[src/rtl/lzs_pkg.sv]
// lzs_pkg: shared state encoding, width helper and default geometry for the
// LZS bit packer and its output FIFO.
package lzs_pkg;

    typedef enum logic [1:0] {
        RUN   = 2'd0,
        FLUSH = 2'd1,
        DONE  = 2'd2
    } lzs_state_e;

    // Ceiling log2, usable in constant expressions for port/param widths.
    function automatic int lzs_clog2(input int v);
        int r;
        r = 0;
        while ((1 << r) < v) r++;
        return r;
    endfunction

    localparam int LZS_CODE_W     = 13;
    localparam int LZS_LEN_W      = 4;
    localparam int LZS_WORD_W     = 16;
    localparam int LZS_OUT_W      = 64;
    localparam int LZS_FIFO_DEPTH = 4;

    // Derived widths for the default geometry.
    localparam int LZS_ACC_W   = LZS_CODE_W + LZS_WORD_W - 1;
    localparam int LZS_CNT_W   = lzs_clog2(LZS_ACC_W + 1);
    localparam int LZS_BYTES_W = lzs_clog2(LZS_OUT_W / 8) + 1;
    localparam int LZS_CHUNKS  = LZS_OUT_W / LZS_WORD_W;

endpackage

[src/rtl/lzs_sync_fifo.sv]
// lzs_sync_fifo: first-word-fall-through FIFO for packed output words.
// Push while full is accepted when a pop happens in the same cycle.
// dout reads as zero while empty so an idle head never shows stale data.
module lzs_sync_fifo
    import lzs_pkg::*;
#(
    parameter int W     = 8,
    parameter int DEPTH = 4
) (
    input  logic         clk,
    input  logic         rst,
    input  logic         push,
    input  logic         pop,
    input  logic [W-1:0] din,
    output logic [W-1:0] dout,
    output logic         full,
    output logic         empty
);

    localparam int PW = lzs_clog2(DEPTH);

    logic [W-1:0] mem [DEPTH];
    logic [PW:0]  wr_ptr;
    logic [PW:0]  rd_ptr;
    logic         do_push;
    logic         do_pop;

    assign empty   = (wr_ptr == rd_ptr);
    assign full    = (wr_ptr[PW] != rd_ptr[PW]) && (wr_ptr[PW-1:0] == rd_ptr[PW-1:0]);
    assign do_pop  = pop && !empty;
    assign do_push = push && (!full || pop);
    assign dout    = empty ? '0 : mem[rd_ptr[PW-1:0]];

    // Storage write; contents need no reset since the head is gated by empty.
    always_ff @(posedge clk) begin
        if (do_push) mem[wr_ptr[PW-1:0]] <= din;
    end

    // Read/write pointers with a wrap bit to tell full from empty.
    always_ff @(posedge clk or posedge rst) begin
        if (rst) begin
            wr_ptr <= '0;
            rd_ptr <= '0;
        end else begin
            if (do_push) wr_ptr <= wr_ptr + 1'b1;
            if (do_pop)  rd_ptr <= rd_ptr + 1'b1;
        end
    end

endmodule

[src/rtl/lzs_bitpack_out.sv]
// lzs_bitpack_out: packs MSB-first variable-length LZS code fields into a bit
// stream, drains WORD_W chunks (byte-swapped) into an OUT_W word assembler and
// queues finished words in an output FIFO. End of stream flushes a final,
// right-aligned partial word carrying its byte count and out_last.
// Optional build macro: LZS_BITPACK_STATS_EN adds stat_bits/stat_words.
module lzs_bitpack_out
    import lzs_pkg::*;
#(
    parameter int CODE_W     = LZS_CODE_W,
    parameter int LEN_W      = LZS_LEN_W,
    parameter int WORD_W     = LZS_WORD_W,
    parameter int OUT_W      = LZS_OUT_W,
    parameter int FIFO_DEPTH = LZS_FIFO_DEPTH
) (
    input  logic                          clk,
    input  logic                          rst,
    input  logic                          in_valid,
    output logic                          in_ready,
    input  logic [CODE_W-1:0]             in_code,
    input  logic [LEN_W-1:0]              in_len,
    input  logic                          in_finish,
    input  logic                          clr,
    output logic                          out_valid,
    input  logic                          out_ready,
    output logic [OUT_W-1:0]              out_data,
    output logic [lzs_clog2(OUT_W/8):0]   out_bytes,
    output logic                          out_last,
    output logic                          done
`ifdef LZS_BITPACK_STATS_EN
    ,
    output logic [31:0]                   stat_bits,
    output logic [19:0]                   stat_words
`endif
);

    localparam int ACC_W   = CODE_W + WORD_W - 1;
    localparam int CNT_W   = lzs_clog2(ACC_W + 1);
    localparam int BYTES_W = lzs_clog2(OUT_W / 8) + 1;
    localparam int CHUNKS  = OUT_W / WORD_W;
    localparam int CH_W    = lzs_clog2(CHUNKS + 1);
    localparam int AB_W    = lzs_clog2(OUT_W + 1);

    typedef struct packed {
        logic               last;
        logic [BYTES_W-1:0] bytes;
        logic [OUT_W-1:0]   data;
    } word_t;

    lzs_state_e        state;
    logic              started;
    logic              done_r;
    logic [ACC_W-1:0]  acc;
    logic [CNT_W-1:0]  cnt;
    logic [OUT_W-1:0]  asm_data;
    logic [CH_W-1:0]   asm_cnt;
    logic [AB_W-1:0]   asm_bits;

    logic              accept;
    logic              pop;
    logic              asm_full;
    logic              fifo_ok;
    logic              drain_full;
    logic              drain_part;
    logic              final_push;
    logic              push;
    logic              push_last;
    logic [CODE_W-1:0] mask;
    logic [ACC_W-1:0]  acc_sh;
    logic [WORD_W-1:0] raw;
    logic [WORD_W-1:0] chunk_sw;
    logic [AB_W-1:0]   push_shift;
    word_t             push_w;
    word_t             head_w;
    logic              fifo_full;
    logic              fifo_empty;

    // Input side is closed for the first cycle after reset and outside RUN.
    assign in_ready = started && (state == RUN) && (cnt < CNT_W'(WORD_W));
    assign pop      = out_valid && out_ready;
    assign mask     = ~({CODE_W{1'b1}} << in_len);

    // Handshake and drain/push decisions. Accept needs cnt<WORD_W and a full
    // drain needs cnt>=WORD_W, so the accumulator never sees both at once.
    always_comb begin
        accept     = in_valid && in_ready;
        asm_full   = (asm_cnt == CH_W'(CHUNKS));
        fifo_ok    = !fifo_full || pop;
        drain_full = !asm_full && (cnt >= CNT_W'(WORD_W));
        drain_part = (state == FLUSH) && !asm_full && (cnt != '0) && (cnt < CNT_W'(WORD_W));
        final_push = (state == FLUSH) && !asm_full && (cnt == '0) && fifo_ok;
        push       = (asm_full && fifo_ok) || final_push;
        // In FLUSH with the accumulator empty, whatever leaves now ends the stream.
        push_last  = (state == FLUSH) && (cnt == '0);
    end

    // Chunk extraction: oldest WORD_W bits, or the zero-padded residue in
    // FLUSH; then swap bytes so the first stream bit lands in byte 0's MSB.
    always_comb begin
        acc_sh   = acc >> (cnt - CNT_W'(WORD_W));
        raw      = drain_part ? (acc[WORD_W-1:0] << (CNT_W'(WORD_W) - cnt))
                              : acc_sh[WORD_W-1:0];
        chunk_sw = '0;
        for (int b = 0; b < WORD_W / 8; b++)
            chunk_sw[8*b +: 8] = raw[WORD_W-8-8*b +: 8];
    end

    // Outgoing word: chunks enter from the top, so a partial word is shifted
    // down until its earliest chunk sits in bits [WORD_W-1:0].
    always_comb begin
        push_shift   = AB_W'(OUT_W - int'(asm_cnt) * WORD_W);
        push_w       = '0;
        push_w.data  = asm_data >> push_shift;
        push_w.bytes = BYTES_W'((int'(asm_bits) + 7) / 8);
        push_w.last  = push_last;
    end

    // Bit accumulator and chunk assembler.
    always_ff @(posedge clk or posedge rst) begin
        if (rst) begin
            acc      <= '0;
            cnt      <= '0;
            asm_data <= '0;
            asm_cnt  <= '0;
            asm_bits <= '0;
        end else begin
            if (accept) begin
                acc <= (acc << in_len) | ACC_W'(in_code & mask);
                cnt <= cnt + CNT_W'(in_len);
            end else if (drain_full) begin
                cnt <= cnt - CNT_W'(WORD_W);
            end else if (drain_part) begin
                cnt <= '0;
            end

            if (drain_full || drain_part) begin
                asm_data <= (asm_data >> WORD_W) | (OUT_W'(chunk_sw) << (OUT_W - WORD_W));
                asm_cnt  <= asm_cnt + 1'b1;
                asm_bits <= asm_bits + (drain_full ? AB_W'(WORD_W) : AB_W'(cnt));
            end else if (push) begin
                asm_cnt  <= '0;
                asm_bits <= '0;
            end
        end
    end

    // Stream FSM: RUN until finish with nothing pending, FLUSH until the
    // final word is queued, DONE until clr.
    always_ff @(posedge clk or posedge rst) begin
        if (rst) begin
            state   <= RUN;
            started <= 1'b0;
            done_r  <= 1'b0;
        end else begin
            started <= 1'b1;
            case (state)
                RUN: begin
                    if (in_finish && (!in_valid || accept)) state <= FLUSH;
                end
                FLUSH: begin
                    if (push && push_last) begin
                        state  <= DONE;
                        done_r <= 1'b1;
                    end
                end
                DONE: begin
                    if (clr) begin
                        state  <= RUN;
                        done_r <= 1'b0;
                    end
                end
                default: state <= RUN;
            endcase
        end
    end

    lzs_sync_fifo #(
        .W     ($bits(word_t)),
        .DEPTH (FIFO_DEPTH)
    ) u_fifo (
        .clk   (clk),
        .rst   (rst),
        .push  (push),
        .pop   (pop),
        .din   (push_w),
        .dout  (head_w),
        .full  (fifo_full),
        .empty (fifo_empty)
    );

    assign out_valid = !fifo_empty;
    assign out_data  = head_w.data;
    assign out_bytes = head_w.bytes;
    assign out_last  = head_w.last;
    assign done      = done_r;

`ifdef LZS_BITPACK_STATS_EN
    // Stream statistics; clr wipes them in any state.
    always_ff @(posedge clk or posedge rst) begin
        if (rst) begin
            stat_bits  <= '0;
            stat_words <= '0;
        end else if (clr) begin
            stat_bits  <= '0;
            stat_words <= '0;
        end else begin
            if (accept) stat_bits  <= stat_bits + 32'(in_len);
            if (pop)    stat_words <= stat_words + 20'd1;
        end
    end
`endif

endmodule

[config.mk]
export PLATFORM = sky130hd
export DESIGN_NAME = lzs_bitpack_out
export DESIGN_NICKNAME = d
export VERILOG_FILES = /design/src/rtl/lzs_pkg.sv /design/src/rtl/lzs_sync_fifo.sv /design/src/rtl/lzs_bitpack_out.sv
export SDC_FILE = /design/constraint.sdc
export NUM_CORES = 1
export LEC_CHECK = 0
export CAP_MARGIN = 20
export CELL_PAD_IN_SITES_DETAIL_PLACEMENT = 1
export CELL_PAD_IN_SITES_GLOBAL_PLACEMENT = 2
export CORE_MARGIN = 1
export CORE_UTILIZATION = 30
export CTS_CLUSTER_DIAMETER = 100
export DETAILED_ROUTE_END_ITERATION = 10
export PLACE_DENSITY_LB_ADDON = 0.1
export SYNTH_ARGS = -nofsm -noshare
export SYNTH_HDL_FRONTEND = slang
export SYNTH_SLANG_ARGS = --single-unit
[constraint.sdc]
create_clock -name clk -period 5.5 [get_ports clk]
set_input_delay 1.65 -clock clk [delete_from_list [all_inputs] [get_ports clk]]
set_output_delay 1.65 -clock clk [all_outputs]
set_load 0.1 [all_outputs]
==> results_dict.tcl <==
set metrics [dict create \
    drt-pass1-iter-count 9 \
    synth_nets 1569 \
    vias 12232 \
    worst_slack_ps 859 \
    layout_min_cycle_time_ps 4640 \
    initialDrtViolationCount 401 \
    drv_slew 0 \
    cts_setup_buffers 0 \
    drt-total-wl_um 55300 \
    cp_max_fo 30 \
    fin_crit_sh_pct 84.4 \
    cts_root_buffer "clkbuf_16" \
    start_kind "flop" \
    hold_buffers 0 \
    max_cap_viol_count 0 \
    die_w_um 257 \
    post-route-util_pct 35.3 \
    fin_setup_tns_ps 0 \
    start_util_pct 30.3 \
    synthDistinctLibCells 68 \
    fin_cells 2477 \
    synth_area_um2 19500 \
    hold_violations 0 \
    endpoint_kind "primary output" \
    finClkSkew_ps 12.1 \
    worst_pin_slew_ps 1020 \
    htreeDepth 2 \
    status "finished, violations left" \
    diodes 0 \
    route.detailed.drc 2 \
    clock_sinks 393 \
    numPortBuffers 94 \
    syn_avg_cell_area_um2 12.8 \
    hpwl_um 37700 \
    critPathSlowestCell "nor2_4" \
    rows 93 \
    gp_congestion 0.746 \
    yosys_warnings 0 \
    ys_seq_area_share_pct 57.5 \
    violations "design-rule violations" \
    layout-drive-gt1-share_pct 20.3 \
    grt_overflow 0 \
    ant_nets 0 \
    cp_cell_sequence "xnor2_1 > nand2_1 > nor2_4 > buf_12 > nor2b_1 > buf_4" \
    ys.flop_type "edfxtp_1" \
    clk_pin_slew_ps 60 \
    io_pins 95 \
    antenna_found_initial 1 \
    via_per_inst 4.94 \
    clk_path_buf_depth 3 \
    grt_pass1_vias 13175 \
    grt_max_degree 78 \
    syn_to_final_growth_pct 16.4 \
    worstPathArrival_ps 2990 \
    dp.cells 2391 \
    cp.required_ps 3850 \
    cts_buffers 47 \
    tritoncts "yes" \
    async_flop_share_pct 29.8 \
    path_class "flop to primary output" \
    cts_resized 0 \
    finalSetupViolCount 0 \
    place_ws_ps 1310 \
    slowest_delay_ps 770 \
    clk_latency_ps 570 \
    hp-class "flop to flop" \
    fp.dieArea_um2 66000 \
    path_buf_inv 2 \
    rsz0062_at_grt "false" \
    grtUsageTotal_pct 17.0 \
    relSlewSlack_pct 31.6 \
    max_freq_mhz 215 \
    netlist_instances 1525 \
    synth_seq_cells 393 \
    synth-edff-count 276 \
    core_um2 64300 \
    path_delay_family "simple AND/OR/NAND/NOR gates" \
    nets 1629 \
    wl_per_cell_um 22.3 \
    grt_pass1_wl_um 85400 \
    die_height_um 257 \
]
## cell usage in the layout, fill, tap and decap left out, drive strengths merged, types with 24 or more instances in the layout
master and n:
and2 26, a211oi 41, nor2 100, o21ai 78, dfrtp 117, nor2b 90, edfxtp 276, mux2i 93
inv 24, clkbuf 54, mux4 108, a21oi 42, buf 108, nand2 266
## state kept, by name, summed over array words and instances, names as in the netlist
register and cells:
u_fifo.mem 276, asm_data 64, acc 28, asm_bits 7, cnt 5, asm_cnt 3, u_fifo.rd_ptr 3, u_fifo.wr_ptr 3
state 2, done 1, started 1
## tightest hold or removal path, cell delays in order (launching register included)
cell     delay, ps
dfrtp_1        330
nand2_1         50
nand2_1         50
## metrics by stage
| stage | cell area [µm²] | hold WS, ps |
|---|---|---|
| 2_1_floorplan | 19500 | 438 |
| 3_3_place_gp | 21200 | 452 |
| 3_5_place_dp | 21200 | 455 |
| 4_1_cts | 22700 | 470 |
| 5_1_grt | 22700 | 481 |
| 6_report | 22700 | 465 |
## cell families after synthesis
logic type / count (synthesis) / synth area share [%]
buf+inv: 143 / 3.15
mux: 219 / 18.3
fa+ha+maj: 21 / 1.42
compound gates: 223 / 7.10
xor+xnor: 18 / 0.885
simple gates: 507 / 11.6
other cells: 1 / 0.0192
flops: 393 / 57.5
## per-layer routing
layer	vias to the layer above	routed length [µm]	GRT usage, %
met5	-	0	0
met4	0	1090	4.03
met3	66	1530	2.42
met2	155	28300	29.8
met1	6291	24500	21.9
li1	5720	-	-
## cells in the mapped netlist (6+ instances only)
master | number | area, µm²
mux4_2 | 108 | 2430
a211oi_1 | 41 | 308
a31oi_1 | 11 | 68.8
a22oi_1 | 7 | 52.6
ha_1 | 19 | 238
buf_2 | 25 | 125
mux2_2 | 16 | 180
o22ai_1 | 7 | 43.8
edfxtp_1 | 276 | 8290
xor2_1 | 6 | 52.6
dfrtp_1 | 117 | 2930
clkbuf_1 | 80 | 300
nand2_1 | 266 | 998
nor2b_1 | 90 | 563
and2_1 | 25 | 156
o21ai_0 | 44 | 220
nor2_1 | 99 | 372
mux2i_1 | 93 | 931
o21ai_1 | 34 | 170
a21oi_1 | 41 | 205
inv_1 | 21 | 78.8
xnor2_1 | 10 | 87.6
## layout make-up
class	count	area, µm²
clock buffers	54	1200
clock inverters	32	304
fillers	6794	41600
inverters	24	92.6
multi-input cells	989	7700
flip-flops and latches	393	11200
well taps	855	1070
repair buffers	130	1110
## path summary, 6_finish.rpt
kind	startpoint	slack, ps	end	cells after the start
max	u_fifo.rd_ptr[1]	860	out_data[9]	6
min	asm_data[10]	470	asm_data[10]	2
max reg2reg	asm_cnt[0]	1910	asm_bits[6]	14
min reg2reg	asm_data[10]	470	asm_data[10]	2
max in group asynchronous	rst	3040	asm_data[1]	3
min in group asynchronous	rst	1610	asm_data[55]	2
Power is left out: the tool's default activity adds up to more than one toggle a clock period on the data nets, which glitch-free logic cannot reach.
